<file path="config.mk">
export PLATFORM = sky130hd
export DESIGN_NAME = mem_arbiter_flat
export DESIGN_NICKNAME = d
export VERILOG_FILES = /design/src/rtl/mem_arbiter_if.sv /design/src/rtl/mem_arbiter.sv /design/src/flat_wrapper.sv
export SDC_FILE = /design/constraint.sdc
export NUM_CORES = 1
export LEC_CHECK = 0
export ABC_AREA = 0
export BUFFER_PORTS_ARGS = -buffer_cell sky130_fd_sc_hd__buf_2
export CAP_MARGIN = 10
export CORE_ASPECT_RATIO = 0.8
export CORE_MARGIN = 1
export CORE_UTILIZATION = 45
export CTS_CLUSTER_DIAMETER = 50
export DETAILED_ROUTE_END_ITERATION = 6
export PLACE_DENSITY = 0.78
export SLEW_MARGIN = 20
export SYNTH_ARGS = -nofsm -noshare
export SYNTH_HDL_FRONTEND = slang
export SYNTH_SLANG_ARGS = --single-unit
</file>
<file path="constraint.sdc">
create_clock -name clk -period 2.8 [get_ports clk]
set_clock_uncertainty 0.15 [all_clocks]
set_input_delay 0.56 -clock clk [delete_from_list [all_inputs] [get_ports clk]]
set_output_delay 0.56 -clock clk [all_outputs]
set_load 0.02 [all_outputs]
</file>
<file path="src/rtl/mem_arbiter_if.sv">
// Bundle of the three memory ports around mem_arbiter: core fetch port, core data port, unified downstream port.
// The slave modport is the arbiter's view; master is the view of everything around it (core and memory).
interface mem_arbiter_if #(
  parameter int ADDR_W = 32,
  parameter int DATA_W = 32
);
  logic [ADDR_W-1:0] imem_rd_addr;
  logic              imem_rd_enable;
  logic [DATA_W-1:0] imem_rd_data;
  logic              imem_rd_ready;

  logic [ADDR_W-1:0] dmem_addr;
  logic              dmem_r_enable;
  logic              dmem_w_enable;
  logic [1:0]        dmem_w_size;
  logic [DATA_W-1:0] dmem_w_data;
  logic [DATA_W-1:0] dmem_r_data;
  logic              dmem_ready;

  logic [ADDR_W-1:0] mem_addr;
  logic              mem_r_enable;
  logic              mem_w_enable;
  logic [1:0]        mem_w_size;
  logic [DATA_W-1:0] mem_w_data;
  logic [DATA_W-1:0] mem_r_data;
  logic              mem_ready;

  modport slave (
    input  imem_rd_addr, imem_rd_enable,
    input  dmem_addr, dmem_r_enable, dmem_w_enable, dmem_w_size, dmem_w_data,
    input  mem_r_data, mem_ready,
    output imem_rd_data, imem_rd_ready,
    output dmem_r_data, dmem_ready,
    output mem_addr, mem_r_enable, mem_w_enable, mem_w_size, mem_w_data
  );

  modport master (
    output imem_rd_addr, imem_rd_enable,
    output dmem_addr, dmem_r_enable, dmem_w_enable, dmem_w_size, dmem_w_data,
    output mem_r_data, mem_ready,
    input  imem_rd_data, imem_rd_ready,
    input  dmem_r_data, dmem_ready,
    input  mem_addr, mem_r_enable, mem_w_enable, mem_w_size, mem_w_data
  );
endinterface

</file>
<file path="src/rtl/mem_arbiter.sv">
// Round-robin arbiter serialising the core's fetch and data ports onto one single-port memory.
// One access in flight at a time: IDLE picks a port, ISSUE waits on mem_ready, DONE pulses that port's ready.
module mem_arbiter #(
  parameter int ADDR_W = 32,
  parameter int DATA_W = 32
) (
  input  logic             clk,
  input  logic             reset,
  mem_arbiter_if.slave     bus
);

  typedef enum logic [1:0] {
    IDLE  = 2'd0,
    ISSUE = 2'd1,
    DONE  = 2'd2
  } state_t;

  state_t state;
  state_t state_next;

  logic grant_d;
  logic grant_next;
  logic last_d;
  logic load;
  logic complete;
  logic i_req;
  logic d_req;

  logic [ADDR_W-1:0] mem_addr_q;
  logic              mem_r_enable_q;
  logic              mem_w_enable_q;
  logic [1:0]        mem_w_size_q;
  logic [DATA_W-1:0] mem_w_data_q;
  logic [DATA_W-1:0] imem_rd_data_q;
  logic [DATA_W-1:0] dmem_r_data_q;
  logic [1:0]        d_size;

  assign i_req  = bus.imem_rd_enable;
  assign d_req  = bus.dmem_r_enable | bus.dmem_w_enable;
  assign d_size = (bus.dmem_w_size == 2'b11) ? 2'b10 : bus.dmem_w_size;

  always_ff @(posedge clk or negedge reset) begin
    if (!reset) begin
      state   <= IDLE;
      grant_d <= 1'b0;
    end else begin
      state   <= state_next;
      grant_d <= grant_next;
    end
  end

  // On a tie the port that was not served last wins; last_d=0 after reset so data wins first.
  always_comb begin
    state_next = state;
    grant_next = grant_d;
    load       = 1'b0;
    complete   = 1'b0;
    case (state)
      IDLE: begin
        if (i_req || d_req) begin
          grant_next = d_req && (!i_req || !last_d);
          load       = 1'b1;
          state_next = ISSUE;
        end
      end
      ISSUE: begin
        if (bus.mem_ready) begin
          complete   = 1'b1;
          state_next = DONE;
        end
      end
      DONE: begin
        state_next = IDLE;
      end
      default: begin
        state_next = IDLE;
      end
    endcase
  end

  // A data request with both enables set is a store, so the read enable is masked by the write enable.
  always_ff @(posedge clk or negedge reset) begin
    if (!reset) begin
      mem_addr_q     <= '0;
      mem_r_enable_q <= 1'b0;
      mem_w_enable_q <= 1'b0;
      mem_w_size_q   <= 2'b00;
      mem_w_data_q   <= '0;
      imem_rd_data_q <= '0;
      dmem_r_data_q  <= '0;
      last_d         <= 1'b0;
    end else if (load) begin
      if (grant_next) begin
        mem_addr_q     <= bus.dmem_addr;
        mem_r_enable_q <= bus.dmem_r_enable & ~bus.dmem_w_enable;
        mem_w_enable_q <= bus.dmem_w_enable;
        mem_w_size_q   <= d_size;
        mem_w_data_q   <= bus.dmem_w_data;
      end else begin
        mem_addr_q     <= bus.imem_rd_addr;
        mem_r_enable_q <= 1'b1;
        mem_w_enable_q <= 1'b0;
        mem_w_size_q   <= 2'b10;
        mem_w_data_q   <= '0;
      end
    end else if (complete) begin
      mem_r_enable_q <= 1'b0;
      mem_w_enable_q <= 1'b0;
      last_d         <= grant_d;
      if (mem_r_enable_q) begin
        if (grant_d) begin
          dmem_r_data_q <= bus.mem_r_data;
        end else begin
          imem_rd_data_q <= bus.mem_r_data;
        end
      end
    end
  end

  assign bus.mem_addr      = mem_addr_q;
  assign bus.mem_r_enable  = mem_r_enable_q;
  assign bus.mem_w_enable  = mem_w_enable_q;
  assign bus.mem_w_size    = mem_w_size_q;
  assign bus.mem_w_data    = mem_w_data_q;
  assign bus.imem_rd_data  = imem_rd_data_q;
  assign bus.dmem_r_data   = dmem_r_data_q;
  assign bus.imem_rd_ready = (state == DONE) && !grant_d;
  assign bus.dmem_ready    = (state == DONE) && grant_d;

endmodule

</file>
<file path="src/flat_wrapper.sv">
// flat-port wrapper written by rule: the top's interface ports become plain ports
module mem_arbiter_flat 
#(
  parameter int ADDR_W = 32,
  parameter int DATA_W = 32
)
  (clk, reset, bus_imem_rd_addr, bus_imem_rd_enable, bus_dmem_addr, bus_dmem_r_enable, bus_dmem_w_enable, bus_dmem_w_size, bus_dmem_w_data, bus_mem_r_data, bus_mem_ready, bus_imem_rd_data, bus_imem_rd_ready, bus_dmem_r_data, bus_dmem_ready, bus_mem_addr, bus_mem_r_enable, bus_mem_w_enable, bus_mem_w_size, bus_mem_w_data);
  mem_arbiter_if #(.ADDR_W(ADDR_W), .DATA_W(DATA_W)) bus_i ();
  input  logic clk;
  input  logic reset;
  input wire logic [$bits(bus_i.imem_rd_addr)-1:0] bus_imem_rd_addr;
  input wire logic [$bits(bus_i.imem_rd_enable)-1:0] bus_imem_rd_enable;
  input wire logic [$bits(bus_i.dmem_addr)-1:0] bus_dmem_addr;
  input wire logic [$bits(bus_i.dmem_r_enable)-1:0] bus_dmem_r_enable;
  input wire logic [$bits(bus_i.dmem_w_enable)-1:0] bus_dmem_w_enable;
  input wire logic [$bits(bus_i.dmem_w_size)-1:0] bus_dmem_w_size;
  input wire logic [$bits(bus_i.dmem_w_data)-1:0] bus_dmem_w_data;
  input wire logic [$bits(bus_i.mem_r_data)-1:0] bus_mem_r_data;
  input wire logic [$bits(bus_i.mem_ready)-1:0] bus_mem_ready;
  output wire logic [$bits(bus_i.imem_rd_data)-1:0] bus_imem_rd_data;
  output wire logic [$bits(bus_i.imem_rd_ready)-1:0] bus_imem_rd_ready;
  output wire logic [$bits(bus_i.dmem_r_data)-1:0] bus_dmem_r_data;
  output wire logic [$bits(bus_i.dmem_ready)-1:0] bus_dmem_ready;
  output wire logic [$bits(bus_i.mem_addr)-1:0] bus_mem_addr;
  output wire logic [$bits(bus_i.mem_r_enable)-1:0] bus_mem_r_enable;
  output wire logic [$bits(bus_i.mem_w_enable)-1:0] bus_mem_w_enable;
  output wire logic [$bits(bus_i.mem_w_size)-1:0] bus_mem_w_size;
  output wire logic [$bits(bus_i.mem_w_data)-1:0] bus_mem_w_data;
  assign bus_i.imem_rd_addr = bus_imem_rd_addr;
  assign bus_i.imem_rd_enable = bus_imem_rd_enable;
  assign bus_i.dmem_addr = bus_dmem_addr;
  assign bus_i.dmem_r_enable = bus_dmem_r_enable;
  assign bus_i.dmem_w_enable = bus_dmem_w_enable;
  assign bus_i.dmem_w_size = bus_dmem_w_size;
  assign bus_i.dmem_w_data = bus_dmem_w_data;
  assign bus_i.mem_r_data = bus_mem_r_data;
  assign bus_i.mem_ready = bus_mem_ready;
  assign bus_imem_rd_data = bus_i.imem_rd_data;
  assign bus_imem_rd_ready = bus_i.imem_rd_ready;
  assign bus_dmem_r_data = bus_i.dmem_r_data;
  assign bus_dmem_ready = bus_i.dmem_ready;
  assign bus_mem_addr = bus_i.mem_addr;
  assign bus_mem_r_enable = bus_i.mem_r_enable;
  assign bus_mem_w_enable = bus_i.mem_w_enable;
  assign bus_mem_w_size = bus_i.mem_w_size;
  assign bus_mem_w_data = bus_i.mem_w_data;
  mem_arbiter #(.ADDR_W(ADDR_W), .DATA_W(DATA_W)) u_core (.clk(clk), .reset(reset), .bus(bus_i));
endmodule
</file>
==> impl_metrics.yaml <==
timing:
  period_minus_slack_ns: 2.19
  finalSetupViolCount: 0
  rsz0062_at_grt: "no"
  tightestPinTransition_ns: 0.592
  max_freq_mhz: 456
  min_period_over_period_pct: 78.3
  drv_slew: 0
  slew_headroom_pct: 60.6
  hold_viol: 0
  finalSetupTns_ns: 0
  fin_ws_ns: 0.609
power_and_ir_drop:
  vdd_drop_max_mv: 0.581
  leakage_nw: 3.88
  power_density_nw_per_um2: 1310
detailed_routing:
  first_iter_violations: 205
  drc: 0
  drt_first_pass_iters: 5
  dr_total_vias: 4564
  wirelength_mm: 15.1
  wl_per_cell_um: 17.3
  via_per_inst: 5.23
  ant_nets: 0
floorplan:
  die_area_um2: 13000
  rows: 36
  initial_core_util_pct: 46.4
  die_width_um: 127
  die_y_um: 102
  core-area_um2: 12200
  pin_count: 270
place:
  place_inst: 840
  post-dp-hpwl_mm: 10.4
  gp_congestion: 0.800
  dp_slack_ns: 0.612
  numPortBuffers: 269
synthesis:
  syn-cell-area_um2: 5660
  yosys.area_share.simple_pct: 5.97
  synthFlopType: "dfrtp_1"
  synth_top_family_by_area: "compound AO/OA/AOI/OAI gates"
  ys_warn_count: 0
  synthAdderAreaFrac_pct: 0
  synth-xor-area-share_pct: 0
  synth.area.mux_share_pct: 14.7
  synth-async-reset-ratio_pct: 100
  netlist_instances: 426
  synth.avg_cell_area_um2: 13.3
  synth_edf_count: 0
  synth-compound-area-share_pct: 15.7
  synth_nets: 562
  yosysSeqAreaShare_pct: 60.1
  ys_ff_latch: 136
  yosysUniqueCellTypes: 32
critical_path:
  critPathCaptureType: "primary output"
  r2r-end: "u_core.bus.dmem_r_data[24]"
  crit_path_start: "u_core.state[1]"
  worstPathCellList: "nor3b_1 -> buf_2"
  reg2reg_from: "u_core.state[0]"
  cp.required_ns: 2.09
  crit_arrival_ns: 1.48
  critPathKind: "reg -> out"
  endpoint: "bus_dmem_ready"
  start_kind: "flip-flop"
  max_stage_delay_ns: 0.63
  critPathSlowestCell: "dfrtp_1"
  reg2regPathDepth: 4
  cp_max_fo: 11
  r2r_slack_ns: 0.62
cells_and_area:
  seq_area_um2: 3400
  area_growth_pct: 37.3
  fin_cells: 873
  layout.nets: 825
  final_common_cell: "buf_2"
  fin_util_pct: 63.7
  fillCellCount: 907
  antenna_cells: 0
  layout-drive-gt1-share_pct: 55.0
  final_cell_mix: "buf_2 (268), dfrtp_1 (136), mux2_2 (33), o21ai_0 (33), nand3b_1 (33)"
  multi_input_area_um2: 2090
status:
  status: "complete, no violations"
grt:
  antenna_found_initial: 0
  grt-ovfl-total: 0
  grt_max_degree: 66
  grt_pass1_vias: 4502
  grt_first_pass_wirelength_mm: 22.6
  track_usage_pct: 22.8
hold_path:
  hp-class: "in -> reg"
clock_tree:
  cts_buffer_depth: 2
  path_clk_slew_ns: 0.06
  cts.sinks: 136
  htree_levels: 4
  root_buffer: "clkbuf_16"
  cts_tree: "built"
  insertion_delay_ns: 0.41
  cts_resized: 0
  numCtsBuffers: 17
job:
  max_cap_viol_count: 0
metal layers:
| layer | routed length, µm | global-route usage, % | part of all wire [%] | vias up |
|---|---|---|---|---|
| met1 | 6090 | 27.6 | 40 | 2190 |
| met3 | 1210 | 6.44 | 8.0 | 26 |
| met5 | 0 | 0 | 0 | - |
| met4 | 315 | 10.8 | 2.1 | 0 |
| li1 | - | - | - | 2117 |
| met2 | 7480 | 38.3 | 50 | 231 |
timing repair:
action / CTS / global route
endpoints found under the setup margin: 0 / 0
endpoints found under the hold margin: 48 / 0
buffers inserted: 0 / 0
hold buffers: 1 / 0
cell usage after synthesis, drive strengths merged (3+ instances only):
master | number | area (µm²)
dfrtp | 136 | 3400
mux2 | 64 | 833
nand3b | 33 | 248
o21ai | 33 | 165
a21oi | 32 | 160
a22o | 32 | 280
a31oi | 32 | 200
clkbuf | 20 | 75.1
buf | 18 | 111
inv | 3 | 11.3
nor2 | 3 | 13.8
nor3 | 3 | 25.0
kinds of logic (layout without fill, tap and decap cells):
logic type,after synthesis,count (layout)
compound gates,138,138
flops,136,136
mux,64,64
simple gates,47,47
buf+inv,41,317
worst min path at each step:
| stage | start | end | slack [ns] | depth (start not counted) |
|---|---|---|---|---|
| after floorplan | reset | u_core.bus.dmem_r_data[0] | 0.11 | 0 |
| after global placement | u_core.bus.imem_rd_data[25] | u_core.bus.imem_rd_data[25] | 0.31 | 1 |
| after detailed placement | u_core.bus.imem_rd_data[25] | u_core.bus.imem_rd_data[25] | 0.33 | 1 |
| after CTS | bus_dmem_w_data[7] | u_core.bus.mem_w_data[7] | 0.20 | 2 |
| after global routing | bus_dmem_w_data[2] | u_core.bus.mem_w_data[2] | 0.21 | 2 |
| final | bus_dmem_w_data[9] | u_core.bus.mem_w_data[9] | 0.21 | 2 |
cell type report:
| type | count | share of cell area [%] |
|---|---|---|
| sequential | 136 | 43.8 |
| clock buffer | 18 | 5.65 |
| clock inverter | 14 | 1.93 |
| multi-input combinational | 249 | 26.9 |
| inverter | 3 | 0.145 |
| timing repair buffer | 282 | 18.9 |
| tap | 171 | 2.75 |
critical path: cells and delay by family (launching register included):
kind	cells	cell delay, ns
and+or+nand+nor	1	0.23
DFF	1	0.63
buffers and inverters	1	0.21
registers in the layout, indices dropped and copies added (netlist names):
name and cells:
u_core.bus.dmem_r_data 32, u_core.bus.imem_rd_data 32, u_core.bus.mem_addr 32, u_core.bus.mem_r_enable 1, u_core.bus.mem_w_data 32, u_core.bus.mem_w_enable 1, u_core.bus.mem_w_size 2, u_core.grant_d 1
u_core.last_d 1, u_core.state 2
stage by stage:
| stage | power, W | cell area [µm²] | hold WS, ns |
|---|---|---|---|
| after global placement | 0.00786 | 7170 | 0.313 |
| after detailed placement | 0.00802 | 7170 | 0.327 |
| final | 0.0102 | 7770 | 0.212 |
| after floorplan | 0.00642 | 5660 | 0.114 |
| after global routing | 0.0108 | 7770 | 0.206 |
| after CTS | 0.0103 | 7770 | 0.198 |
where the power goes:
group / internal [W] / switching [W] / total (W)
Sequential: 0.00293 / 0.000588 / 0.00352
Combinational: 0.00181 / 0.00267 / 0.00448
Clock: 0.00134 / 0.000866 / 0.00221
Total: 0.00608 / 0.00412 / 0.0102
No activity file was read; power rests on OpenSTA's default activity.
